**src/rtl/hpu_pkg.sv**
```systemverilog
// Shared types and default sizes for the hypervector processing unit readout path.
package hpu_pkg;

    localparam int WORD = 32;
    localparam int DIM  = 1024;

    typedef enum logic [2:0] {
        ST_IDLE  = 3'd0,
        ST_DRAIN = 3'd1,
        ST_SEND  = 3'd2,
        ST_CLEAR = 3'd3,
        ST_DONE  = 3'd4
    } state_t;

endpackage

```
**src/rtl/bundle_reader_word_mux.sv**
```systemverilog
// Combinational pick of the idx-th WORD-bit slice of the sign-bit snapshot.
module word_mux #(
    parameter int DIM   = 1024,
    parameter int WORD  = 32,
    parameter int IDX_W = 5
) (
    input  logic [DIM-1:0]   snap,
    input  logic [IDX_W-1:0] idx,
    output logic [WORD-1:0]  dat
);

    localparam int NW = DIM / WORD;

    always_comb begin
        dat = '0;
        for (int i = 0; i < NW; i++) begin
            if (idx == IDX_W'(i)) begin
                dat = snap[i*WORD +: WORD];
            end
        end
    end

endmodule

```
**src/rtl/bundle_reader.sv**
```systemverilog
// Snapshots DIM counter sign bits after a drain delay and streams them as NW words, then pulses counter_clr and done.
// First word valid DRAIN+1 cycles after start; out_valid/out_data/out_last hold while out_ready is low.
module bundle_reader #(
    parameter int DIM   = hpu_pkg::DIM,
    parameter int WORD  = hpu_pkg::WORD,
    parameter int DRAIN = 3
) (
    input  logic            clk,
    input  logic            rst,
    input  logic            start,
    input  logic [DIM-1:0]  sign_bits,
    output logic            out_valid,
    input  logic            out_ready,
    output logic [WORD-1:0] out_data,
    output logic            out_last,
    output logic            busy,
    output logic            counter_clr,
    output logic            done
);

    import hpu_pkg::*;

    localparam int NW     = DIM / WORD;
    localparam int IDX_W  = (NW > 1) ? $clog2(NW) : 1;
    localparam int DCNT_W = $clog2(DRAIN + 1);

    state_t              state_q, state_d;
    logic [IDX_W-1:0]    idx_q, idx_d;
    logic [DCNT_W-1:0]   dcnt_q, dcnt_d;
    logic [DIM-1:0]      snap_q, snap_d;
    logic                last_word;
    logic                drain_end;

    assign last_word = (idx_q == IDX_W'(NW - 1));
    assign drain_end = (dcnt_q == DCNT_W'(DRAIN - 1));

    always_ff @(posedge clk or posedge rst) begin
        if (rst) begin
            state_q <= ST_IDLE;
            idx_q   <= '0;
            dcnt_q  <= '0;
            snap_q  <= '0;
        end else begin
            state_q <= state_d;
            idx_q   <= idx_d;
            dcnt_q  <= dcnt_d;
            snap_q  <= snap_d;
        end
    end

    always_comb begin
        state_d = state_q;
        case (state_q)
            ST_IDLE:  if (start) state_d = ST_DRAIN;
            ST_DRAIN: if (drain_end) state_d = ST_SEND;
            ST_SEND:  if (out_ready && last_word) state_d = ST_CLEAR;
            ST_CLEAR: state_d = ST_DONE;
            ST_DONE:  state_d = ST_IDLE;
            default:  state_d = ST_IDLE;
        endcase
    end

    // Snapshot is taken in the final drain cycle so the store pipeline has settled.
    always_comb begin
        idx_d  = idx_q;
        dcnt_d = dcnt_q;
        snap_d = snap_q;
        case (state_q)
            ST_IDLE: begin
                if (start) dcnt_d = '0;
            end
            ST_DRAIN: begin
                dcnt_d = dcnt_q + DCNT_W'(1);
                if (drain_end) begin
                    snap_d = sign_bits;
                    idx_d  = '0;
                end
            end
            ST_SEND: begin
                if (out_ready && !last_word) idx_d = idx_q + IDX_W'(1);
            end
            default: ;
        endcase
    end

    always_comb begin
        out_valid   = (state_q == ST_SEND);
        out_last    = (state_q == ST_SEND) && last_word;
        busy        = (state_q != ST_IDLE);
        counter_clr = (state_q == ST_CLEAR);
        done        = (state_q == ST_DONE);
    end

    word_mux #(
        .DIM   (DIM),
        .WORD  (WORD),
        .IDX_W (IDX_W)
    ) u_word_mux (
        .snap (snap_q),
        .idx  (idx_q),
        .dat  (out_data)
    );

endmodule

```
**config.mk**
```make
export PLATFORM = sky130hd
export DESIGN_NAME = bundle_reader
export DESIGN_NICKNAME = d
export VERILOG_FILES = /design/src/rtl/hpu_pkg.sv /design/src/rtl/bundle_reader_word_mux.sv /design/src/rtl/bundle_reader.sv
export SDC_FILE = /design/constraint.sdc
export NUM_CORES = 2
export LEC_CHECK = 0
export CAP_MARGIN = 30
export CORE_AREA = 2 2 414 416
export DETAILED_ROUTE_END_ITERATION = 7
export DIE_AREA = 0 0 416 418
export GPL_TIMING_DRIVEN = 0
export PLACE_DENSITY_LB_ADDON = 0.25
export SLEW_MARGIN = 0
export SYNTH_ARGS = -nofsm -noshare
export SYNTH_HDL_FRONTEND = slang
export SYNTH_SLANG_ARGS = --single-unit
```
**constraint.sdc**
```tcl
create_clock -name clk -period 41.8 [get_ports clk]
set_clock_uncertainty 0.2 [all_clocks]
set_input_delay 8.36 -clock clk [delete_from_list [all_inputs] [get_ports clk]]
set_output_delay 8.36 -clock clk [all_outputs]
set_load 0.01 [all_outputs]
```
---- After elaboration in Yosys (flattened, before gate mapping) ----
Index checks and enable logic that the tools add are counted.
word-level totals
  register bits after elaboration ......... 1034
  input bits .............................. 1028
  output and inout bits ................... 37
  word-level logic and storage cells ...... 100
cells by class
  add/subtract/negate cells ............... 2
  eq/ne operators ......................... 40
  mux-type cells .......................... 41
  reductions and logical operators ........ 13
operators by type and width
  kind                                                              count
  32-bit 2-to-1 mux                                                 32
  5-bit == test (second input constant)                             16
  5-bit by 4-bit == test with 1-bit output (second input constant)  8
  5-bit by 3-bit == test with 1-bit output (second input constant)  4
  3-bit case mux with 4 select lines                                1
  5-bit by 2-bit == test with 1-bit output (second input constant)  2
  5-bit 2-to-1 mux                                                  2
  5-bit case mux with 2 select lines                                1
  3-bit 2-to-1 mux                                                  3
  3-bit by 2-bit == test with 1-bit output (second input constant)  2
  3-bit AND reduction                                               2
  5-bit by 1-bit adder with 5-bit output (second input constant)    1
  5-bit by 1-bit == test with 1-bit output (second input constant)  1
  5-bit logical NOT                                                 1
  2-bit by 1-bit != test with 1-bit output (second input constant)  2
  2-bit != test (second input constant)                             2
  2-bit case mux with 2 select lines                                1
  2-bit AND reduction                                               2
  2-bit nonzero test                                                2
  3-bit by 1-bit == test with 1-bit output (second input constant)  1
  3-bit == test (second input constant)                             1
  1-bit logical AND                                                 3
  3-bit logical NOT                                                 1
  3-bit nonzero test                                                1
  other kinds (4)                                                   4

---- Logic depth before layout (Yosys ltp) ----
  word-level depth ........................ 33
  gate-level depth with buffers ........... 16
  gate-level depth less buffers ........... 11

---- Modules after synthesis ----
From an unflattened synthesis, not the netlist that was laid out.
second synthesis, totals
  cells, all modules ...................... 3775
  area, all modules ....................... 49633.9 µm²
modules (own cells, without submodules)
  module         instances  cells each  area an instance (µm²)  seq. area each (µm²)
  bundle_reader  1          2227        39928.3                 25874.8
  word_mux       1          1548        9705.6                  0.0

---- Worst setup path before layout ----
No wires, ideal clock.
  path kind ............................... reg-to-output
  from .................................... register idx_q[0]
  to ...................................... output out_data[18]
  arrival time ............................ 3221 ps
  data required time ...................... 33240 ps
  setup slack ............................. 30019 ps
  stages on the path, launching flop included .. 16
  buffers on the path ..................... 5
  cells stage by stage .................... dfrtp_1 -> ha_1 -> buf_2 -> inv_1 -> clkbuf_1 -> clkbuf_1 -> nor2_1 -> ha_1 -> clkbuf_1 -> inv_1 -> clkbuf_1 -> o22ai_1 -> a2111oi_1 -> a21oi_1 -> or2_2 -> a31oi_1
on the way
  longest elaborated chain between the ends .. 33
  elaborated cells on any way between the ends .. 64
  those cells by class .................... 31 x eq/ne; 32 x mux; 1 x reduce/logical
ends and longest elaborated chain
  item                              RTL line                      source
  from (decl)                       bundle_reader.sv:28           logic [IDX_W-1:0] idx_q, idx_d;
  from (signal assigned)            bundle_reader.sv:45           idx_q <= idx_d;
  5-bit logical NOT                 bundle_reader_word_mux.sv:17  if (idx == IDX_W'(i)) begin
  32-bit 2-to-1 mux (31 in series)  bundle_reader_word_mux.sv:17
  32-bit 2-to-1 mux *               bundle_reader_word_mux.sv:17
  to (decl)                         bundle_reader.sv:14           output logic [WORD-1:0] out_data,
Every way passes the cells marked *; elsewhere a longest branch is shown, timed or not.

---- Worst setup path after layout ----
  from .................................... register idx_q[0]
  to ...................................... output out_data[25]
The elaborated chain is that of the path after synthesis.

==> qor.yml <==
critPathCaptureType: "output port"
tns_ns: 0
critPathMaxStageDelay_ns: 0.79
slew_viol_final: 0
gp_congestion: 0.962
max_clock_freq_mhz: 62.6
first_pass_iters: 7
ys_ff_latch: 1034
port_buffers: 1064
hold_violations: 0
postPlaceCellArea_um2: 61700
cts_root_buffer: "clkbuf_16"
synthArstFlopShare: 1.00
nNetsFinal: 6069
synth_fp_nets: 4805
die_w_um: 416
relSlewSlack: 0.231
maxCapViolations: 0
antenna_found_initial: 163
clock-sinks: 1034
setup_violations: 0
grt_pass1_wl_mm: 374
status: "complete, no violations"
die_h_um: 418
wl_per_cell_um: 38.6
core_area_um2: 169000
ys_types: 93
synth_area_leader_cell: "dfrtp_1"
critical_path_peak_fanout: 10
dpl.hpwl_mm: 234
tightest_slew_ns: 1.14
wl_met1_mm: 117
grt_pass1_vias: 41007
cp.required_ns: 33.24
powerDensity_nw_per_um2: 69.1
leakagePower_nw: 26.9
synthesis.instances: 3770
setup_ws_ns: 25.81
synth_area_um2: 47500
maxUsedRoutingLayer: "met5"
synth_edf_count: 0
die-area_um2: 174000
grt_max_degree: 125
postCtsResizedCells: 0
wl_met2_mm: 133
drt_iter0_drc: 4677
crit_path_cell_trace: "ha_1, buf_2, inv_1, clkbuf_1, clkbuf_1, nor2_1, ha_1, clkbuf_1, clkbuf_1, nand3_1, a31oi_1, o21ai_0, a211o_1, a21oi_1, clkdlybuf4s50_1"
syn_avg_cell_area_um2: 12.6
rsz0062_at_grt: "false"
ys.flop_type: "dfrtp_1"
areaGrowthSynthToFinish_pct: 40.2
gr-total-overflow: 0
ir_drop_uv: 35.3
h-tree-depth: 4
cpMostUsedCell: "clkbuf_1"
path_buf_inv: 7
drive_above_1_share: 0.287
path_clk_slew_ns: 0.06
grt_usage: 0.321
synth_warnings: 0
slowest_stage: "clkbuf_1"
dr_wl_met3_mm: 18.3
synth.top_cell.area_share: 0.545
vias_per_cell: 5.57
cts_buffer_depth: 3
yosysSeqAreaShare: 0.545
rows: 151
cts_tree: "yes"
hp-class: "flop to flop"
final_area_um2: 66600
path_class: "flop to output port"
drtAntennaViolNets: 0
ys_top_cells_by_count: "1034 x dfrtp_1, 1008 x mux2_2, 197 x nand2_1"
p_total_mw: 4.60
place_ws_ns: 26.70
pin_count: 1065
post-route-period-util: 0.382
cp.arrival_ns: 7.43
cts-hold-fix-buffers: 0
post_cts_buffers: 0
fin_crit_ns: 15.99
critPathLaunchType: "flop"
cts_buffers: 132
clkLatencyLatePin_ns: 0.78
synth.most_common_cell: "dfrtp_1"
routed_wl_mm: 288
path_delay_family: "buffers and inverters"
drc_errors: 0
vias: 41542
initial_core_util: 0.281
synth_area_leaders: "dfrtp_1 54%, mux2_2 24%, o22ai_1 1.6%"
-- power breakdown --
group | switching [mW] | internal [mW] | leakage, nW | total (mW)
Combinational | 0.758 | 0.768 | 12.3 | 1.53
Clock | 0.496 | 0.720 | 2.23 | 1.22
Sequential | 0.342 | 1.51 | 12.4 | 1.86
-- placed cells by master, fill, tap and decap left out, types with 111 or more instances in the layout --
cell             instances
dfrtp_1               1034
nor2_1                 174
buf_2                  140
nand2_1                197
diode_2                111
clkdlybuf4s50_1       1064
clkbuf_16              136
o22ai_1                123
clkbuf_1               152
mux2_2                1008
-- worst paths after layout --
kind	from	endpoint	slack, ns	cells past startpoint
max	idx_q[0]	out_data[25]	25.81	15
min in group asynchronous	rst	snap_q[332]	7.82	2
min	dcnt_q[1]	dcnt_q[1]	0.29	2
max in group asynchronous	rst	snap_q[758]	30.64	7
max reg2reg	idx_q[0]	state_q[0]	37.50	13
min reg2reg	dcnt_q[1]	dcnt_q[1]	0.29	2
-- layer usage --
metal | GRT usage | vias up
li1 | - | 16882
met1 | 0.411 | 21786
met2 | 0.505 | 2225
met3 | 0.0546 | 605
met4 | 0.204 | 44
met5 | 0 | -
-- final cells by class --
type,instances,area [um2]
fill,16483,103000
clock buffer,192,3890
timing repair buffer,1130,11500
tap,2218,2780
antenna,111,278
multi-input combinational,2431,20300
inverter,29,116
buffer,276,1280
clock inverter,42,666
sequential,1034,25900
-- logic make-up after synthesis --
group / Yosys count / synth area share
fa+ha+maj: 7 / 0.00184
flops: 1034 / 0.545
simple gates: 646 / 0.0693
mux: 1009 / 0.239
compound gates: 767 / 0.115
buf+inv: 305 / 0.0292
xor+xnor: 2 / 0.000369
-- metrics by stage --
step	std cells	util	hold slack, ns
3_3_place_gp	7052	0.360	0.281
3_5_place_dp	7114	0.365	0.283
4_1_cts	7348	0.392	0.295
5_1_grt	7445	0.394	0.315
2_1_floorplan	3770	-	0.254
6_report	7463	0.394	0.288
-- state kept, by name, summed over array words and instances (netlist names) --
| signal | cells |
|---|---|
| state_q | 3 |
| snap_q | 1024 |
| dcnt_q | 2 |
| idx_q | 5 |
-- worst min-delay path: stages, from the launching register on --
cell	delay [ns]
dfrtp_1	0.34
nand2_1	0.04
o21ai_0	0.06
Power figures use the tool's default switching activity.
